--- src/rtl/frogger_pkg.sv ---
// Shared definitions for the frogger display pipeline.
// Holds the visible-area geometry, the grid step, the frog spawn point,
// the 2-bit move direction encoding and the move-request FSM states.
package frogger_pkg;

  localparam int POS_W     = 10;
  localparam int H_DISPLAY = 640;
  localparam int V_DISPLAY = 480;
  localparam int GRID_SIZE = 32;
  localparam int STEP      = GRID_SIZE;
  localparam int FROG_SIZE = 32;
  localparam int START_X   = 320;
  localparam int START_Y   = 448;

  typedef enum logic [1:0] {
    DIR_UP    = 2'd0,
    DIR_DOWN  = 2'd1,
    DIR_LEFT  = 2'd2,
    DIR_RIGHT = 2'd3
  } dir_e;

  typedef enum logic {
    IDLE  = 1'b0,
    ARMED = 1'b1
  } state_e;

endpackage

--- src/rtl/button_debouncer.sv ---
// Single push-button conditioner.
// Two-flop synchroniser, stability counter that only commits a new level
// after DEBOUNCE_CYCLES agreeing samples, and a one-cycle press strobe on
// the debounced rising edge.
// Ports:
//   clk      clock
//   rst      synchronous active-high reset
//   btn_raw  raw asynchronous button input, active-high
//   level    debounced button level
//   press    one-cycle pulse on a debounced 0->1 transition
module button_debouncer #(
  parameter int DEBOUNCE_CYCLES = 250000
) (
  input  logic clk,
  input  logic rst,
  input  logic btn_raw,
  output logic level,
  output logic press
);

  localparam int                CNT_W    = $clog2(DEBOUNCE_CYCLES + 1);
  localparam logic [CNT_W-1:0]  CNT_LAST = CNT_W'(DEBOUNCE_CYCLES - 1);

  logic             sync_p0;
  logic             sync_p1;
  logic             level_d;
  logic [CNT_W-1:0] cnt;

  always_ff @(posedge clk) begin
    if (rst) begin
      sync_p0 <= 1'b0;
      sync_p1 <= 1'b0;
      level   <= 1'b0;
      level_d <= 1'b0;
      cnt     <= '0;
    end else begin
      // synchroniser stages
      sync_p0 <= btn_raw;
      sync_p1 <= sync_p0;
      level_d <= level;
      // count only while the synced input disagrees with the accepted level;
      // any return to agreement (a bounce) restarts the count
      if (sync_p1 == level) begin
        cnt <= '0;
      end else if (cnt == CNT_LAST) begin
        level <= sync_p1;
        cnt   <= '0;
      end else begin
        cnt <= cnt + CNT_W'(1);
      end
    end
  end

  assign press = level & ~level_d;

endmodule

--- src/rtl/frog_movement.sv ---
// Frog position controller feeding the VGA renderer.
// Debounces four direction buttons, latches a single pending move per press
// and applies it on the next rising edge of vsync so the sprite only moves
// between frames. The position is clamped to the visible area.
// Ports:
//   clk, rst                 clock, synchronous active-high reset
//   btn_up/down/left/right   raw asynchronous buttons, active-high
//   vsync                    active-high vertical sync, synchronous to clk
//   frog_x, frog_y           frog top-left corner in pixels (multiples of STEP)
//   move_pulse               one-cycle strobe when the position changes
module frog_movement #(
  parameter int DEBOUNCE_CYCLES = 250000,
  parameter int STEP            = frogger_pkg::STEP,
  parameter int H_DISPLAY       = frogger_pkg::H_DISPLAY,
  parameter int V_DISPLAY       = frogger_pkg::V_DISPLAY,
  parameter int FROG_SIZE       = frogger_pkg::FROG_SIZE,
  parameter int START_X         = frogger_pkg::START_X,
  parameter int START_Y         = frogger_pkg::START_Y
) (
  input  logic       clk,
  input  logic       rst,
  input  logic       btn_up,
  input  logic       btn_down,
  input  logic       btn_left,
  input  logic       btn_right,
  input  logic       vsync,
  output logic [9:0] frog_x,
  output logic [9:0] frog_y,
  output logic       move_pulse
);

  import frogger_pkg::*;

  localparam logic [9:0] STEP_V  = 10'(STEP);
  localparam logic [9:0] X_LIMIT = 10'(H_DISPLAY - FROG_SIZE - STEP);
  localparam logic [9:0] Y_LIMIT = 10'(V_DISPLAY - FROG_SIZE - STEP);

  logic [3:0] press;
  logic [3:0] btn_level_unused;
  logic       vsync_d;
  logic       vsync_rise;
  state_e     state_q, state_d;
  dir_e       dir_q, dir_d;
  dir_e       sel_dir;
  logic [9:0] x_d, y_d;
  logic       pulse_d;

  button_debouncer #(.DEBOUNCE_CYCLES(DEBOUNCE_CYCLES)) u_db_up (
    .clk(clk), .rst(rst), .btn_raw(btn_up),
    .level(btn_level_unused[0]), .press(press[0]));
  button_debouncer #(.DEBOUNCE_CYCLES(DEBOUNCE_CYCLES)) u_db_down (
    .clk(clk), .rst(rst), .btn_raw(btn_down),
    .level(btn_level_unused[1]), .press(press[1]));
  button_debouncer #(.DEBOUNCE_CYCLES(DEBOUNCE_CYCLES)) u_db_left (
    .clk(clk), .rst(rst), .btn_raw(btn_left),
    .level(btn_level_unused[2]), .press(press[2]));
  button_debouncer #(.DEBOUNCE_CYCLES(DEBOUNCE_CYCLES)) u_db_right (
    .clk(clk), .rst(rst), .btn_raw(btn_right),
    .level(btn_level_unused[3]), .press(press[3]));

  // Clamped single-step moves: a step that would leave the visible area
  // leaves the coordinate unchanged.
  function automatic logic [9:0] step_x(input dir_e dir, input logic [9:0] x);
    step_x = x;
    if (dir == DIR_LEFT && x >= STEP_V)
      step_x = x - STEP_V;
    else if (dir == DIR_RIGHT && x <= X_LIMIT)
      step_x = x + STEP_V;
  endfunction

  function automatic logic [9:0] step_y(input dir_e dir, input logic [9:0] y);
    step_y = y;
    if (dir == DIR_UP && y >= STEP_V)
      step_y = y - STEP_V;
    else if (dir == DIR_DOWN && y <= Y_LIMIT)
      step_y = y + STEP_V;
  endfunction

  assign vsync_rise = vsync & ~vsync_d;

  always_comb begin
    sel_dir = DIR_RIGHT;
    if (press[0])      sel_dir = DIR_UP;
    else if (press[1]) sel_dir = DIR_DOWN;
    else if (press[2]) sel_dir = DIR_LEFT;
  end

  always_comb begin
    state_d = state_q;
    dir_d   = dir_q;
    x_d     = frog_x;
    y_d     = frog_y;
    pulse_d = 1'b0;
    case (state_q)
      // a press coinciding with vsync_rise is only captured here; it is
      // applied at the following frame edge
      IDLE: begin
        if (|press) begin
          state_d = ARMED;
          dir_d   = sel_dir;
        end
      end
      ARMED: begin
        if (vsync_rise) begin
          x_d     = step_x(dir_q, frog_x);
          y_d     = step_y(dir_q, frog_y);
          pulse_d = (x_d != frog_x) || (y_d != frog_y);
          state_d = IDLE;
        end
      end
      default: state_d = IDLE;
    endcase
  end

  always_ff @(posedge clk) begin
    if (rst) begin
      state_q    <= IDLE;
      dir_q      <= DIR_UP;
      vsync_d    <= 1'b0;
      frog_x     <= 10'(START_X);
      frog_y     <= 10'(START_Y);
      move_pulse <= 1'b0;
    end else begin
      state_q    <= state_d;
      dir_q      <= dir_d;
      vsync_d    <= vsync;
      frog_x     <= x_d;
      frog_y     <= y_d;
      move_pulse <= pulse_d;
    end
  end

endmodule
--- config.mk ---
export PLATFORM = sky130hd
export DESIGN_NAME = frog_movement
export DESIGN_NICKNAME = d
export VERILOG_FILES = /design/src/rtl/frogger_pkg.sv /design/src/rtl/button_debouncer.sv /design/src/rtl/frog_movement.sv
export SDC_FILE = /design/constraint.sdc
export NUM_CORES = 1
export LEC_CHECK = 0
export CAP_MARGIN = 20
export CORE_MARGIN = 1.5
export CORE_UTILIZATION = 64
export CTS_CLUSTER_SIZE = 8
export DETAILED_ROUTE_END_ITERATION = 10
export PLACE_DENSITY = 0.85
export SYNTH_ARGS = -nofsm -noshare
export SYNTH_HDL_FRONTEND = slang
export SYNTH_HIERARCHICAL = 1
export SYNTH_SLANG_ARGS = --single-unit
--- constraint.sdc ---
create_clock -name clk -period 4.7 [get_ports clk]
set_input_delay 0.705 -clock clk [delete_from_list [all_inputs] [get_ports clk]]
set_output_delay 0.705 -clock clk [all_outputs]
set_load 0.05 [all_outputs]
# Yosys cells after proc, flatten, opt, wreduce, memory -nomap -nowiden
# Index checks and enable logic that the tools add are counted.
# W data, S select, Z words.
# word_totals
wordCells	99
ff_bits	113
ramBits	0
output_inout_bits	21
romBits	0
inputBits	7
latch_bits	0
n_memories	0
# classes
mul	0
n_reduce_logical	18
bitwise	16
mux	14
n_addsub	8
div_mod_pow	0
shifts	0
n_eq_ne	13
magnitude_cmp	4
# ops
cell	n
$mux W10	8
$add A18 B1 Y18 const B	4
$eq A18 B18 Y1 const B	4
$add A10 B6 Y10 const B	2
$ge A10 B6 Y1 const B	2
$ne A10 B10 Y1	2
$sub A10 B6 Y10 const B	2
$reduce_or A3 Y1	5
$reduce_and A2 Y1	6
$not A1 Y1	11
$le A10 B10 Y1 const B	1
$le A10 B9 Y1 const B	1
$and A1 B1 Y1	5
$eq A1 B1 Y1	4
$eq A2 B2 Y1 const B	2
$logic_and A1 B1 Y1	4
$mux W2	2
$reduce_or A4 Y1	1
$mux W1	3
$eq A2 B1 Y1 const B	1
$logic_not A2 Y1	1
$pmux W1 S2	1
$logic_or A1 B1 Y1	1

# Logic depth before layout (Yosys ltp)
# depth
word_depth	8
depth_mapped	7

# Cells and area by module
# The synthesis kept the hierarchy.
# modules_own_cells
module	area_each_um2	cells_per_inst	seq_area_each_um2	n_inst
button_debouncer	969.7	104	440.4	4
frog_movement	977.2	116	300.3	1

# Worst setup path before layout
# OpenSTA, ideal clock, no wires.
# synth_path
kind	reg-to-reg
start	register frog_x[6]
end	register frog_x[9]
setup_time_ns	0.071
period_less_slack_ns	2.231
stages_incl_launch_ff	7
path_buffers	0
arrival_time_ns	2.160
required_time_ns	4.629
path_slack_ns	2.469
path_cell_list	dfxtp_1 > ha_1 > nor2b_4 > o311ai_2 > nand3_2 > or4_1 > a21oi_1
# synth_between
elab_chain_len	6
word_cells_on_any_way	10
classes_between	2 x add/sub; 2 x order compare; 4 x mux; 2 x reduce/logical
# synth_lines
element	line_no	source
start, declared	frog_movement.sv:27	output logic [9:0] frog_x,
start signal, assigned	frog_movement.sv:120	frog_x <= 10'(START_X);
$le A10 B10 Y1	frog_movement.sv:67	else if (dir == DIR_RIGHT && x <= X_LIMIT)
$logic_and A1 B1 Y1	frog_movement.sv:67	
$mux W10	frog_movement.sv:67	
$mux W10 *	frog_movement.sv:65	if (dir == DIR_LEFT && x >= STEP_V)
$mux W10 *	frog_movement.sv:104	if (vsync_rise) begin
$mux W10 *	frog_movement.sv:94	case (state_q)
# Every way passes the cells marked *; elsewhere a longest branch is shown, timed or not. The select of a mux whose other input is x is not followed.
# A chain may end at the register's enable or synchronous reset.

# Final worst setup path
# layout_path
start	register frog_x[6]
end	output frog_x[6]
# No word-level cell between the ends.

==> report_table.html <==
<table>
<tr><th>Metric</th><th>Value</th></tr>
<tr><th colspan="2">Worst setup path</th></tr>
<tr><td>Number of buffer and inverter instances along the worst setup path</td><td>1</td></tr>
<tr><td>Req. time, crit path</td><td>3990 ps</td></tr>
<tr><td>Worst stage delay on the critical path</td><td>860 ps</td></tr>
<tr><td>Data arrival, critical path</td><td>1730 ps</td></tr>
<tr><td>Crit Path Category</td><td>flip-flop to output port</td></tr>
<tr><td>Worst Path Max Fanout</td><td>9</td></tr>
<tr><td>Launching element type of the critical path</td><td>flip-flop</td></tr>
<tr><td>Slowest library cell on the worst path</td><td>sky130_fd_sc_hd__clkdlybuf4s50_1</td></tr>
<tr><td>Critical path endpoint category</td><td>output port</td></tr>
<tr><td>Cell Chain, Critical Path</td><td>clkdlybuf4s50_1</td></tr>
<tr><td>Top cell family by delay on the critical path</td><td>buffers and inverters</td></tr>
<tr><th colspan="2">Timing</th></tr>
<tr><td>Final Max Slew Viols</td><td>0</td></tr>
<tr><td>Setup total negative slack</td><td>0 ps</td></tr>
<tr><td>Transition at the pin with the smallest max-transition slack</td><td>855.8 ps</td></tr>
<tr><td>Worst hold-check slack</td><td>449.2 ps</td></tr>
<tr><td>Max transition margin</td><td>42.77%</td></tr>
<tr><td># setup viols final</td><td>0</td></tr>
<tr><td>Final critical delay including setup and external delays</td><td>2436 ps</td></tr>
<tr><td>Highest achievable clock rate</td><td>0.4105 GHz</td></tr>
<tr><td>Final period utilization</td><td>51.83%</td></tr>
<tr><td>Setup repair after global routing missed its margin</td><td>false</td></tr>
<tr><td>Worst Clk Skew</td><td>9.110 ps</td></tr>
<tr><td>Final hold violations</td><td>0</td></tr>
<tr><th colspan="2">Detailed routing</th></tr>
<tr><td>Via-per-instance ratio</td><td>5.763</td></tr>
<tr><td>Remaining routing DRC violations</td><td>0</td></tr>
<tr><td>Routed wire length</td><td>8.914 mm</td></tr>
<tr><td>Remaining antenna violation count</td><td>0</td></tr>
<tr><td>Via count</td><td>3775</td></tr>
<tr><td>Number of design-rule violations left by the first detailed-router iteration</td><td>155</td></tr>
<tr><td>Detail-routed net length per standard cell</td><td>13.61 um</td></tr>
<tr><td>TritonRoute pass-1 iters</td><td>5</td></tr>
<tr><th colspan="2">Synth</th></tr>
<tr><td>Mapped Cells</td><td>532</td></tr>
<tr><td>Area leader, netlist</td><td>sky130_fd_sc_hd__dfxtp_1</td></tr>
<tr><td>Number of synthesis warnings</td><td>6</td></tr>
<tr><td>Async set or reset register ratio after synthesis</td><td>0%</td></tr>
<tr><td>Portion of the post-synthesis area used by sequential elements</td><td>42.46%</td></tr>
<tr><td>Unique cell type count in the Yosys netlist</td><td>46</td></tr>
<tr><td>Post-synthesis instance area</td><td>4856 um^2</td></tr>
<tr><td>Portion of synthesized cell area occupied by the leading cell type</td><td>42.46%</td></tr>
<tr><td>Avg Cell Area, Syn</td><td>9.128 um^2</td></tr>
<tr><td>Top flip-flop cell by instance count after synthesis</td><td>sky130_fd_sc_hd__dfxtp_1</td></tr>
<tr><td>EDFF count, synth</td><td>0</td></tr>
<tr><td>Leading post-synthesis cells by cell area</td><td>sky130_fd_sc_hd__dfxtp_1, sky130_fd_sc_hd__xnor2_1, sky130_fd_sc_hd__nor2_1, sky130_fd_sc_hd__nor4_1, sky130_fd_sc_hd__ha_1</td></tr>
<tr><td>Flip-flop and latch count after synthesis</td><td>103</td></tr>
<tr><th colspan="2">Die</th></tr>
<tr><td>Die outline area</td><td>8119 um^2</td></tr>
<tr><td>Area inside the core boundary</td><td>7292 um^2</td></tr>
<tr><td>Starting utilization of the core area</td><td>66.59%</td></tr>
<tr><td>Die Height</td><td>90.11 um</td></tr>
<tr><td>Std-Cell Rows</td><td>31</td></tr>
<tr><td>Count of pins on the block boundary</td><td>28</td></tr>
<tr><td>Die W</td><td>90.11 um</td></tr>
<tr><th colspan="2">Pwr</th></tr>
<tr><td>Clock power frac</td><td>40.7%</td></tr>
<tr><td>Power per Cell Area</td><td>292.5 nW/um^2</td></tr>
<tr><td>Sequential Power Share</td><td>56.7%</td></tr>
<tr><td>Net Switching</td><td>0.3404 mW</td></tr>
<tr><td>Comb pwr share</td><td>2.6%</td></tr>
<tr><td>Static power due to leakage</td><td>1.637 nW</td></tr>
<tr><td>Switch share</td><td>21.94%</td></tr>
<tr><td>Highest ir drop seen on vdd</td><td>0.1712 mV</td></tr>
<tr><td>Internal power of the cells</td><td>1.211 mW</td></tr>
<tr><td>Post-layout power</td><td>1.551 mW</td></tr>
<tr><th colspan="2">Global route</th></tr>
<tr><td>Busiest layer in global routing</td><td>met2</td></tr>
<tr><td>Pin count of the biggest net entering global routing</td><td>26</td></tr>
<tr><td>GRT met1 Usage</td><td>28.38%</td></tr>
<tr><td>GRT Overall Usage</td><td>23.24%</td></tr>
<tr><td>Final global-route overflow total</td><td>0</td></tr>
<tr><td>Number of global-route vias before repair</td><td>3575</td></tr>
<tr><td>First-pass GRT wire length</td><td>15.75 mm</td></tr>
<tr><td>Antenna violations before repair</td><td>0</td></tr>
<tr><td>Global-route met3 utilization</td><td>6.176%</td></tr>
<tr><td>Met2 track utilization from global routing</td><td>39.65%</td></tr>
<tr><th colspan="2">CTS</th></tr>
<tr><td>Number of buffers inserted by hold repair at cts</td><td>0</td></tr>
<tr><td>Setup Fix Bufs, Post-CTS</td><td>0</td></tr>
<tr><td>Clock Path Buffers</td><td>2</td></tr>
<tr><td>Cell at the root of the clock tree</td><td>sky130_fd_sc_hd__clkbuf_8</td></tr>
<tr><td>Clock sink total</td><td>103</td></tr>
<tr><td>Clock latency at the later pin of the worst-skew pair</td><td>360 ps</td></tr>
<tr><td>Clock edge transition at the registers on the reported setup and hold paths</td><td>100 ps</td></tr>
<tr><td>Number of cells upsized or downsized after cts</td><td>0</td></tr>
<tr><td>Number of H-tree levels</td><td>3</td></tr>
<tr><td>TritonCTS Buffers</td><td>9</td></tr>
<tr><td>CTS tree</td><td>built</td></tr>
<tr><th colspan="2">Final layout</th></tr>
<tr><td>ANT cells</td><td>0</td></tr>
<tr><td>Layout Area Growth over Synthesis</td><td>9.224%</td></tr>
<tr><td>Proportion of layout cells with a drive suffix above 1</td><td>7.374%</td></tr>
<tr><td>Final nets</td><td>569</td></tr>
<tr><th colspan="2">Worst hold path</th></tr>
<tr><td>Classification of the worst-slack hold path</td><td>flip-flop to flip-flop</td></tr>
<tr><th colspan="2">Placement</th></tr>
<tr><td>Final weighted congestion of routability-driven global placement</td><td>0.8496</td></tr>
<tr><td>Count of buffers inserted at the top-level ports</td><td>17</td></tr>
<tr><td>Dpl hpwl</td><td>6.086 mm</td></tr>
<tr><th colspan="2">Run status</th></tr>
<tr><td>Outcome</td><td>complete, no violations</td></tr>
<tr><th colspan="2">Run</th></tr>
<tr><td>Reported max-cap violation count</td><td>0</td></tr>
</table>
## Yosys cell counts (all sizes together), types with 11 or more instances
library cell / count
ha: 11
nor2: 97
buf: 14
dfxtp: 103
nor4: 25
nor2b: 22
xnor2: 66
nand4: 20
a21oi: 15
nand2: 14
nand3: 26
inv: 22
nor3: 24
## logic make-up (layout without fill, tap and decap cells)
family	count (synthesis)	count (layout)	share of synthesized area, %
buffers and inverters	41	56	4.252
DFF	103	103	42.46
AOI/OAI and AO/OA	37	37	6.416
muxes	6	6	1.340
xor gates and xnor gates	70	70	12.63
adders and majority gates	11	11	2.834
other	1	10	0.07723
and+or+nand+nor	263	263	29.99
## placed cells by master, fill, tap and decap left out, types with 2 or more instances in the layout
master	instances
sky130_fd_sc_hd__bufinv_16	2
sky130_fd_sc_hd__nand4b_1	4
sky130_fd_sc_hd__nor2b_1	21
sky130_fd_sc_hd__nor4b_1	8
sky130_fd_sc_hd__nor4_1	25
sky130_fd_sc_hd__xor2_1	4
sky130_fd_sc_hd__ha_1	11
sky130_fd_sc_hd__nor2_1	97
sky130_fd_sc_hd__inv_8	2
sky130_fd_sc_hd__nor3_1	24
sky130_fd_sc_hd__nand2_1	10
sky130_fd_sc_hd__conb_1	10
sky130_fd_sc_hd__mux2_2	4
sky130_fd_sc_hd__nand2b_1	3
sky130_fd_sc_hd__a211o_1	2
sky130_fd_sc_hd__nand4_2	4
sky130_fd_sc_hd__clkdlybuf4s50_1	17
sky130_fd_sc_hd__a21oi_1	14
sky130_fd_sc_hd__nand4_4	4
sky130_fd_sc_hd__o31ai_4	4
sky130_fd_sc_hd__or4_1	5
sky130_fd_sc_hd__nand3b_1	2
sky130_fd_sc_hd__xnor2_1	66
sky130_fd_sc_hd__inv_1	22
sky130_fd_sc_hd__or3_1	10
sky130_fd_sc_hd__mux2i_1	2
sky130_fd_sc_hd__dfxtp_1	103
sky130_fd_sc_hd__o31ai_1	6
sky130_fd_sc_hd__clkbuf_8	10
sky130_fd_sc_hd__nand2_2	4
sky130_fd_sc_hd__nand4_1	12
sky130_fd_sc_hd__nand3_1	25
## cell type report
class,instances,area [um^2]
Fill cell,528,1988
Multi-Input combinational cell,397,2621
Timing Repair Buffer,18,177.7
Sequential cell,103,2062
Inverter,22,82.58
Tap cell,99,123.9
Clock buffer,10,137.6
Clock inverter,6,98.84
## worst reg2reg max path: stages, from the launching register on
cell                       delay [ps]
sky130_fd_sc_hd__dfxtp_1          510
sky130_fd_sc_hd__ha_1             260
sky130_fd_sc_hd__nor2b_4           50
sky130_fd_sc_hd__o311ai_2         270
sky130_fd_sc_hd__nand3_2          230
sky130_fd_sc_hd__or4_1            550
sky130_fd_sc_hd__a21oi_1          150
## layer usage
| metal | wire length [um] | vias to the layer above | part of all wire [%] |
|---|---|---|---|
| met5 | 0 | - | 0 |
| met4 | 123 | 0 | 1.4 |
| met3 | 399 | 13 | 4.5 |
| met2 | 4365 | 95 | 49 |
| met1 | 4026 | 1792 | 45 |
| li1 | - | 1875 | - |
## metrics by stage
stage                     utilization (%)  setup WS, ps  cell area [um^2]  instances
after global placement              69.49          2137              5067        639
after floorplan                         -          2469              4890        541
after global routing                72.74          2182              5304        655
final                               72.74          2264              5304        655
after CTS                           72.74          2249              5304        655
after detailed placement            69.49          2019              5067        639
## flip-flops by register name, indices dropped and copies added (netlist names), 2 cells and up
register and count:
frog_y 5, u_db_right/cnt 18, dir_q 2, u_db_left/cnt 18, u_db_up/cnt 18, frog_x 5
u_db_down/cnt 18
## power by group through the flow
stage	clock network (mW)	registers [mW]	logic (mW)
after floorplan	0	0.899	0.0369
after global placement	0	0.900	0.0399
after detailed placement	0	0.900	0.0405
after CTS	0.651	0.880	0.0407
after global routing	0.683	0.881	0.0438
final	0.631	0.880	0.0406
## final timing paths
kind / from / end / slack, ps / cells past startpoint
hold reg to reg: u_db_up/sync_p0$_SDFF_PP0_ / u_db_up/sync_p1$_SDFF_PP0_ / 450 / 1
setup / recovery: frog_x[6]$_SDFFE_PP1P_ / frog_x[6] / 2260 / 1
hold / removal: u_db_up/sync_p0$_SDFF_PP0_ / u_db_up/sync_p1$_SDFF_PP0_ / 450 / 1
setup reg to reg: frog_x[6]$_SDFFE_PP1P_ / frog_x[9]$_SDFFE_PP0P_ / 2610 / 6
No activity file was read; power rests on OpenSTA's default activity.
